## src/rtl/hack_cpu_seq.sv

```systemverilog
// Multi-cycle Hack CPU sequencer: fetches, decodes and executes A/C instructions
// over request/ack handshakes, driving the Hack ALU instantiated below.

module ALU (
  input  logic [15:0] x,
  input  logic [15:0] y,
  input  logic        zx,
  input  logic        nx,
  input  logic        zy,
  input  logic        ny,
  input  logic        f,
  input  logic        no,
  output logic [15:0] out,
  output logic        zr,
  output logic        ng
);

  logic [15:0] xz, xn, yz, yn, fo;

  always_comb begin
    xz  = zx ? 16'h0000 : x;
    xn  = nx ? ~xz : xz;
    yz  = zy ? 16'h0000 : y;
    yn  = ny ? ~yz : yz;
    fo  = f ? (xn + yn) : (xn & yn);
    out = no ? ~fo : fo;
  end

  assign zr = (out == 16'h0000);
  assign ng = out[15];

endmodule

module hack_cpu_seq (
  input  logic        clk,
  input  logic        reset_n,
  output logic        instr_req,
  output logic [14:0] instr_addr,
  input  logic        instr_valid,
  input  logic [15:0] instr_data,
  output logic        mem_rd,
  output logic        mem_wr,
  output logic [14:0] mem_addr,
  output logic [15:0] mem_wdata,
  input  logic [15:0] mem_rdata,
  input  logic        mem_ack,
  output logic        retire,
  output logic [14:0] pc,
  output logic [15:0] a_reg,
  output logic [15:0] d_reg
);

  typedef enum logic [2:0] {
    FETCH  = 3'd0,
    DECODE = 3'd1,
    MRD    = 3'd2,
    EXEC   = 3'd3,
    MWR    = 3'd4
  } state_t;

  state_t      state, state_nxt;
  logic [15:0] ir;
  logic [15:0] m_reg;
  logic [15:0] alu_y;
  logic [15:0] alu_out;
  logic        alu_zr, alu_ng;
  logic        req_nxt, rd_nxt, wr_nxt;
  logic        is_c, use_m, dest_a, dest_d, dest_m, take;
  logic [14:0] pc_inc;

  assign is_c   = ir[15];
  assign use_m  = ir[12];
  assign dest_a = ir[5];
  assign dest_d = ir[4];
  assign dest_m = ir[3];
  assign pc_inc = pc + 15'd1;
  assign alu_y  = use_m ? m_reg : a_reg;
  assign take   = (ir[2] & alu_ng) | (ir[1] & alu_zr) | (ir[0] & ~alu_ng & ~alu_zr);

  assign instr_addr = pc;

  ALU u_alu (
    .x   (d_reg),
    .y   (alu_y),
    .zx  (ir[11]),
    .nx  (ir[10]),
    .zy  (ir[9]),
    .ny  (ir[8]),
    .f   (ir[7]),
    .no  (ir[6]),
    .out (alu_out),
    .zr  (alu_zr),
    .ng  (alu_ng)
  );

  always_ff @(posedge clk or negedge reset_n) begin
    if (!reset_n) state <= FETCH;
    else          state <= state_nxt;
  end

  // Request lines are flopped from the next state so they are glitch-free and
  // high for exactly the cycles spent in the consuming state.
  always_comb begin
    state_nxt = state;
    retire    = 1'b0;
    case (state)
      FETCH: begin
        if (instr_req && instr_valid) state_nxt = DECODE;
      end
      DECODE: begin
        if (!is_c) begin
          retire    = 1'b1;
          state_nxt = FETCH;
        end else if (use_m) begin
          state_nxt = MRD;
        end else begin
          state_nxt = EXEC;
        end
      end
      MRD: begin
        if (mem_ack) state_nxt = EXEC;
      end
      EXEC: begin
        if (dest_m) begin
          state_nxt = MWR;
        end else begin
          retire    = 1'b1;
          state_nxt = FETCH;
        end
      end
      MWR: begin
        if (mem_ack) begin
          retire    = 1'b1;
          state_nxt = FETCH;
        end
      end
      default: state_nxt = FETCH;
    endcase
    req_nxt = (state_nxt == FETCH);
    rd_nxt  = (state_nxt == MRD);
    wr_nxt  = (state_nxt == MWR);
  end

  always_ff @(posedge clk or negedge reset_n) begin
    if (!reset_n) begin
      instr_req <= 1'b0;
      mem_rd    <= 1'b0;
      mem_wr    <= 1'b0;
    end else begin
      instr_req <= req_nxt;
      mem_rd    <= rd_nxt;
      mem_wr    <= wr_nxt;
    end
  end

  // mem_addr/mem_wdata double as the latched store address and data; the jump
  // target and store address both use A as it was before this EXEC edge.
  always_ff @(posedge clk or negedge reset_n) begin
    if (!reset_n) begin
      pc        <= 15'd0;
      a_reg     <= 16'h0000;
      d_reg     <= 16'h0000;
      ir        <= 16'h0000;
      m_reg     <= 16'h0000;
      mem_addr  <= 15'd0;
      mem_wdata <= 16'h0000;
    end else begin
      case (state)
        FETCH: begin
          if (instr_req && instr_valid) ir <= instr_data;
        end
        DECODE: begin
          if (!is_c) begin
            a_reg <= {1'b0, ir[14:0]};
            pc    <= pc_inc;
          end else if (use_m) begin
            mem_addr <= a_reg[14:0];
          end
        end
        MRD: begin
          if (mem_ack) begin
            m_reg    <= mem_rdata;
            mem_addr <= 15'd0;
          end
        end
        EXEC: begin
          if (dest_a) a_reg <= alu_out;
          if (dest_d) d_reg <= alu_out;
          pc <= take ? a_reg[14:0] : pc_inc;
          if (dest_m) begin
            mem_addr  <= a_reg[14:0];
            mem_wdata <= alu_out;
          end
        end
        MWR: begin
          if (mem_ack) begin
            mem_addr  <= 15'd0;
            mem_wdata <= 16'h0000;
          end
        end
        default: ;
      endcase
    end
  end

endmodule
```

## config.mk

```make
export PLATFORM = sky130hd
export DESIGN_NAME = hack_cpu_seq
export DESIGN_NICKNAME = d
export VERILOG_FILES = /design/src/rtl/hack_cpu_seq.sv
export SDC_FILE = /design/constraint.sdc
export NUM_CORES = 1
export LEC_CHECK = 0
export CORE_UTILIZATION = 53
export DETAILED_ROUTE_END_ITERATION = 7
export GPL_TIMING_DRIVEN = 0
export PLACE_DENSITY = 0.79
export SLEW_MARGIN = 20
export SYNTH_ARGS = -nofsm -noshare
export SYNTH_HDL_FRONTEND = slang
export SYNTH_SLANG_ARGS = --single-unit
```

## constraint.sdc

```tcl
create_clock -name clk -period 4.8 [get_ports clk]
set_input_delay 0.72 -clock clk [delete_from_list [all_inputs] [get_ports clk]]
set_output_delay 0.72 -clock clk [all_outputs]
set_load 0.03 [all_outputs]
```

==> After elaboration in Yosys (flattened, before gate mapping) <==
Cells that the tools add are included.
{ "classes": {"addsub": 2, "n_mul": 0, "div": 0, "n_lt_le_gt_ge": 0, "eq_ne": 13, "shift": 0, "mux": 32, "bitwise_logic": 12, "n_reduce_logical": 15} }
{ "op_table": {"columns": ["op", "count"], "rows": [
  ["16-bit 2-to-1 mux", 11],
  ["15-bit 2-to-1 mux", 6],
  ["16-bit case mux with 2 select lines", 2],
  ["16-bit NOT", 3],
  ["15-bit case mux with 3 select lines", 1],
  ["15-bit case mux with 2 select lines", 1],
  ["16-bit adder", 1],
  ["16-bit bitwise AND", 1],
  ["16-bit logical NOT", 1],
  ["15-bit by 1-bit adder with 15-bit output, second input constant", 1],
  ["3-bit case mux with 5 select lines", 1],
  ["3-bit 2-to-1 mux", 4],
  ["2-bit inequality test, second input constant", 6],
  ["3-bit by 2-bit equality test with 1-bit output, second input constant", 3],
  ["2-bit AND reduction", 4],
  ["3-bit equality test, second input constant", 2],
  ["3-bit logical NOT", 2],
  ["3-bit AND reduction", 2],
  ["5-bit AND reduction", 1],
  ["1-bit bitwise AND", 4],
  ["1-bit 2-to-1 mux", 4],
  ["2-bit nonzero test", 2],
  ["3-bit by 1-bit equality test with 1-bit output, second input constant", 1],
  ["1-bit case mux with 3 select lines", 1],
  ["other kinds (7)", 9]
]} }
{ "totals": {"register_bits": 116, "latch_bits": 0, "mem_bits_rw": 0, "mem_bits_ro": 0, "elab_cells": 85, "mem_count": 0} }

==> Logic depth before layout (Yosys ltp) <==
{ "logic_depth": {"depth_word": 14, "mapped_depth": 19, "ltp_nobuf": 16} }

==> Modules after synthesis <==
Synthesis repeated with hierarchy kept, for this count alone.
{ "hier_totals": {"cells_unflattened": 715, "area_unflattened_um2": 7347.0} }
{ "by_module_without_submodules": {"columns": ["mod", "n_inst", "cells_each", "area_each_um2"], "rows": [
  ["hack_cpu_seq", 1, 444, 5416.4],
  ["ALU", 1, 271, 1930.6]
]} }

==> Worst setup path after synthesis <==
OpenSTA, ideal clock, no wires.
{ "synth_path": {"kind": "register -> register", "start": "register ir[12]", "end": "register pc[12] (netlist: instr_addr[12])", "setup_ps": 73, "arrival_time_ps": 4186, "required_time_ps": 4727, "setup_slack_ps": 541, "path_stages_with_launch": 19, "path_buffers": 3, "period_less_slack_ps": 4259, "path_cell_list": "dfrtp_1 > clkbuf_1 > buf_1 > mux2i_1 > nor2_1 > xor2_1 > ha_1 > o211ai_2 > o211ai_2 > nand3_1 > a31oi_2 > xor2_1 > and4_1 > and4_1 > a41oi_1 > o21ai_2 > buf_6 > mux2_4 > a2bb2oi_2"} }
{ "synth_via": {"elab_chain_len": 14, "elab_cells_between_ends": 20, "cone_classes": "add/sub: 1; mux: 7; bitwise: 11; reduce/logical: 1"} }
{ "synth_rtl": {"columns": ["item", "line", "rtl"], "rows": [
  ["start, declared", "62", "logic [15:0] ir;"],
  ["start signal, assigned", "170", "if (instr_req && instr_valid) ir <= instr_data;"],
  ["16-bit 2-to-1 mux (*)", "77", "assign alu_y = use_m ? m_reg : a_reg;"],
  ["16-bit 2-to-1 mux (*)", "23", "yz = zy ? 16'h0000 : y;"],
  ["16-bit NOT", "24", "yn = ny ? ~yz : yz;"],
  ["16-bit 2-to-1 mux (*)", "24", null],
  ["16-bit adder or 16-bit bitwise AND (tied branches)", "25", "fo = f ? (xn + yn) : (xn & yn);"],
  ["16-bit 2-to-1 mux (*)", "25", null],
  ["16-bit NOT", "26", "out = no ? ~fo : fo;"],
  ["16-bit 2-to-1 mux (*)", "26", null],
  ["16-bit logical NOT or 1-bit NOT (tied branches)", "29, 78", null],
  ["1-bit bitwise AND or 1-bit NOT (tied branches)", "78", "assign take = (ir[2] & alu_ng) | (ir[1] & alu_zr) | (ir[0] & ~alu_ng & ~alu_zr);"],
  ["1-bit OR or 1-bit bitwise AND (tied branches)", "78", null],
  ["1-bit OR (*)", "78", null],
  ["15-bit 2-to-1 mux (*)", "189", "pc <= take ? a_reg[14:0] : pc_inc;"],
  ["15-bit case mux with 2 select lines (*)", "168", "case (state)"],
  ["end signal, assigned", "175", "pc <= pc_inc;"],
  ["end signal, assigned", "189", null],
  ["end, declared", "48", "output logic [14:0] pc,"]
]} }
Mark *: on every way between the ends. The rest lies on a longest branch, timed or not.
A chain may end at the register's enable or synchronous reset.

==> Final worst setup path <==
{ "layout_path": {"start": "register ir[10]", "end": "register pc[12] (netlist: instr_addr[12])"} }
{ "layout_via": {"elab_chain_len": 11, "elab_cells_between_ends": 17, "cone_classes": "add/sub: 1; mux: 5; bitwise: 10; reduce/logical: 1"} }
{ "layout_rtl": {"columns": ["item", "line", "rtl"], "rows": [
  ["16-bit 2-to-1 mux (*)", "22", "xn = nx ? ~xz : xz;"],
  ["16-bit adder or 16-bit bitwise AND (tied branches)", "25", null],
  ["16-bit 2-to-1 mux (*)", "25", null],
  ["16-bit NOT", "26", null],
  ["16-bit 2-to-1 mux (*)", "26", null],
  ["16-bit logical NOT or 1-bit NOT (tied branches)", "29, 78", null],
  ["1-bit bitwise AND or 1-bit NOT (tied branches)", "78", null],
  ["1-bit OR or 1-bit bitwise AND (tied branches)", "78", null],
  ["1-bit OR (*)", "78", null],
  ["15-bit 2-to-1 mux (*)", "189", null],
  ["15-bit case mux with 2 select lines (*)", "168", null]
]} }
Marks and branches as above.

==> impl_metrics.yaml <==
detailed_routing:
  drt_iter0_markers: 482
  wirelength_um: 20200
  routed.top_layer: "met4"
  met1Wirelength_um: 8790
  viasPerCell: 5.74
  vias: 6054
  drc: 0
  wl_per_cell_um: 19.1
  routed-wl-met3_um: 1110
  dr_wl_met2_um: 9920
  final_antenna_net_count: 0
  detail_route.first_pass.iterations: 4
timing:
  max_freq_mhz: 221
  setup_viol: 0
  slew_viol_final: 0
  tightest_slew_ns: 0.968
  hold_violations: 0
  fin_worst_skew_ns: 0.00822
  relSlewSlack: 0.350
  min_period_ns: 4.53
  fin_hold_ws_ns: 0.190
  min_period_over_period: 0.944
finish:
  syn2layout_area_growth_pct: 32.8
  num-fill-cells: 957
  instances_no_fill: 1054
  stdcell_area_um2: 9050
  final_core_util: 0.720
  drive_above_1_share: 0.138
  fin_nets: 923
  num_antenna_cells: 0
global_route:
  grt_usage: 0.320
  grt_max_degree: 80
  antenna_found_initial: 0
  grt_pass1_wl_um: 31600
  grt_pass1_vias: 5893
  grt_overflow: 0
logic_synthesis:
  async_flop_share: 1.00
  ys_seq_area_frac: 0.426
  syn_nets: 768
  ys.flop_type: "dfrtp_1"
  synth_warnings: 0
  synth.avg_cell_area_um2: 9.54
  synthDistinctLibCells: 61
  synth_edf_count: 0
  netlist_instances: 714
  syn_area_um2: 6810
  ys_seq_elements: 116
floorplan:
  start_util: 0.542
  chipWidth_um: 115
  rows: 41
  dieArea_um2: 13300
  core_um2: 12600
  ios: 133
  die_h_um: 115
status:
  status: "finished, final reports clean"
hold_path:
  hp-class: "in -> async"
place:
  gp_congestion: 0.902
  dp.cells: 1019
  dpl-instance-area_um2: 8380
  place_hpwl_um: 14700
  io_buffers: 132
worst_setup_path:
  cp-start-kind: "flop"
  cp_max_fo: 10
  critical_path_arrival_ns: 4.89
  cp_data_required_time_ns: 5.16
  end_kind: "flop"
  critical_path_class: "reg -> reg"
cts:
  cts_sinks: 116
  path_clk_slew_ns: 0.06
  numCtsBuffers: 17
  ctsLongestPathBuffers: 2
  htree_levels: 4
  clk_latency_ns: 0.43
  clockRootBuffer: "clkbuf_16"
  cts_tree: "done"
  cts_hold_buf: 0
run:
  maxCapViolCount: 0
[final cells by class]
type | count | area (µm²) | area share
well taps | 172 | 215 | 0.0238
inverters | 13 | 48.8 | 0.00539
plain buffers | 53 | 285 | 0.0315
clock inverters | 13 | 158 | 0.0174
flip-flops and latches | 116 | 2900 | 0.321
clock buffers | 19 | 443 | 0.0490
repair buffers | 139 | 1400 | 0.154
multi-input cells | 529 | 3600 | 0.398
[cell usage after synthesis (all sizes together) (3+ instances only)]
master | n | area, µm²
nor2 | 39 | 146
mux2i | 32 | 320
nand2b | 20 | 125
a211oi | 5 | 47.5
and3 | 5 | 31.3
nand3 | 10 | 50.1
nor2b | 8 | 50.1
a21oi | 27 | 139
xnor2 | 23 | 201
dfrtp | 116 | 2900
buf | 26 | 176
a31oi | 6 | 43.8
a21o | 9 | 67.6
a22oi | 12 | 90.1
a311oi | 3 | 32.5
or3 | 4 | 25.0
and2 | 6 | 37.5
a2bb2oi | 6 | 58.8
nand2 | 98 | 368
nor3b | 7 | 52.6
inv | 13 | 48.8
o21a | 5 | 37.5
nor3 | 7 | 35.0
mux2 | 32 | 368
xor2 | 32 | 280
o211ai | 7 | 67.6
o21ai | 77 | 389
nand4 | 5 | 31.3
a41oi | 3 | 33.8
clkbuf | 30 | 113
ha | 17 | 213
[logic make-up after synthesis]
family	after synthesis	share of synthesized area
xor+xnor	55	0.0707
simple gates	219	0.151
buf+inv	69	0.0496
fa+ha+maj	18	0.0342
mux	64	0.101
compound gates	173	0.168
flops	116	0.426
[path summary, 6_finish.rpt]
path | cells past startpoint | slack [ns] | start | endpoint
setup reg to reg | 15 | 0.27 | ir[10] | instr_addr[12]
max in group asynchronous | 2 | 3.89 | reset_n | instr_addr[8]
setup / recovery | 15 | 0.27 | ir[10] | instr_addr[12]
hold / removal | 1 | 0.19 | reset_n | mem_addr[2]
min in group clk | 2 | 0.48 | mem_wdata[2] | mem_wdata[2]
hold reg to reg | 2 | 0.48 | mem_wdata[2] | mem_wdata[2]
[cell usage in the layout (no fill, tap or decap), drive strengths merged, types with 3 or more instances in the layout]
cell	n
bufinv	3
nand2	98
a31oi	6
nand2b	20
clkinvlp	4
clkbuf	48
a311oi	3
xnor2	23
a21oi	27
a41oi	3
nand3	10
a22oi	12
and3	5
mux2i	32
nor2	39
nor3	7
ha	17
a211oi	5
inv	14
and2	6
a21o	9
or3	4
buf	32
a2bb2oi	6
clkdlybuf4s50	131
o21a	5
dfrtp	116
o21ai	77
o211ai	7
nor2b	8
xor2	32
clkinv	5
nor3b	7
nand4	5
mux2	32
[through the flow]
stage               setup WS, ns  TNS, ns
floorplan                  0.541        0
global placement           -1.41  -166.92
detailed placement        -0.456    -5.68
CTS                     0.000805        0
global route             -0.0120  -0.0120
finish                     0.271        0
[metal layers]
| metal | track usage | vias to the layer above |
|---|---|---|
| met5 | 0 | - |
| met3 | 0.0564 | 31 |
| met1 | 0.418 | 2975 |
| met2 | 0.534 | 237 |
| li1 | - | 2811 |
| met4 | 0.113 | 0 |
[worst max-delay path, cell delays in order (launching register included)]
cell       delay, ns
dfrtp_1         0.63
clkbuf_2        0.44
xnor2_1         0.21
ha_1            0.35
a21o_1          0.18
a21o_1          0.18
a221oi_2        0.35
xor2_2          0.33
nor4b_1         0.30
and4_1          0.25
and4_1          0.21
a41oi_1         0.14
o21ai_2         0.24
buf_6           0.20
mux2_4          0.31
a2bb2oi_2       0.13
[repair_timing]
action	in CTS	in global routing
setup endpoints to repair	15	15
resized for setup	3	7
pin swaps	0	1
buffers inserted	0	6
Power is left out: the tool's default activity adds up to more than one toggle a clock period on the data nets, which glitch-free logic cannot reach.
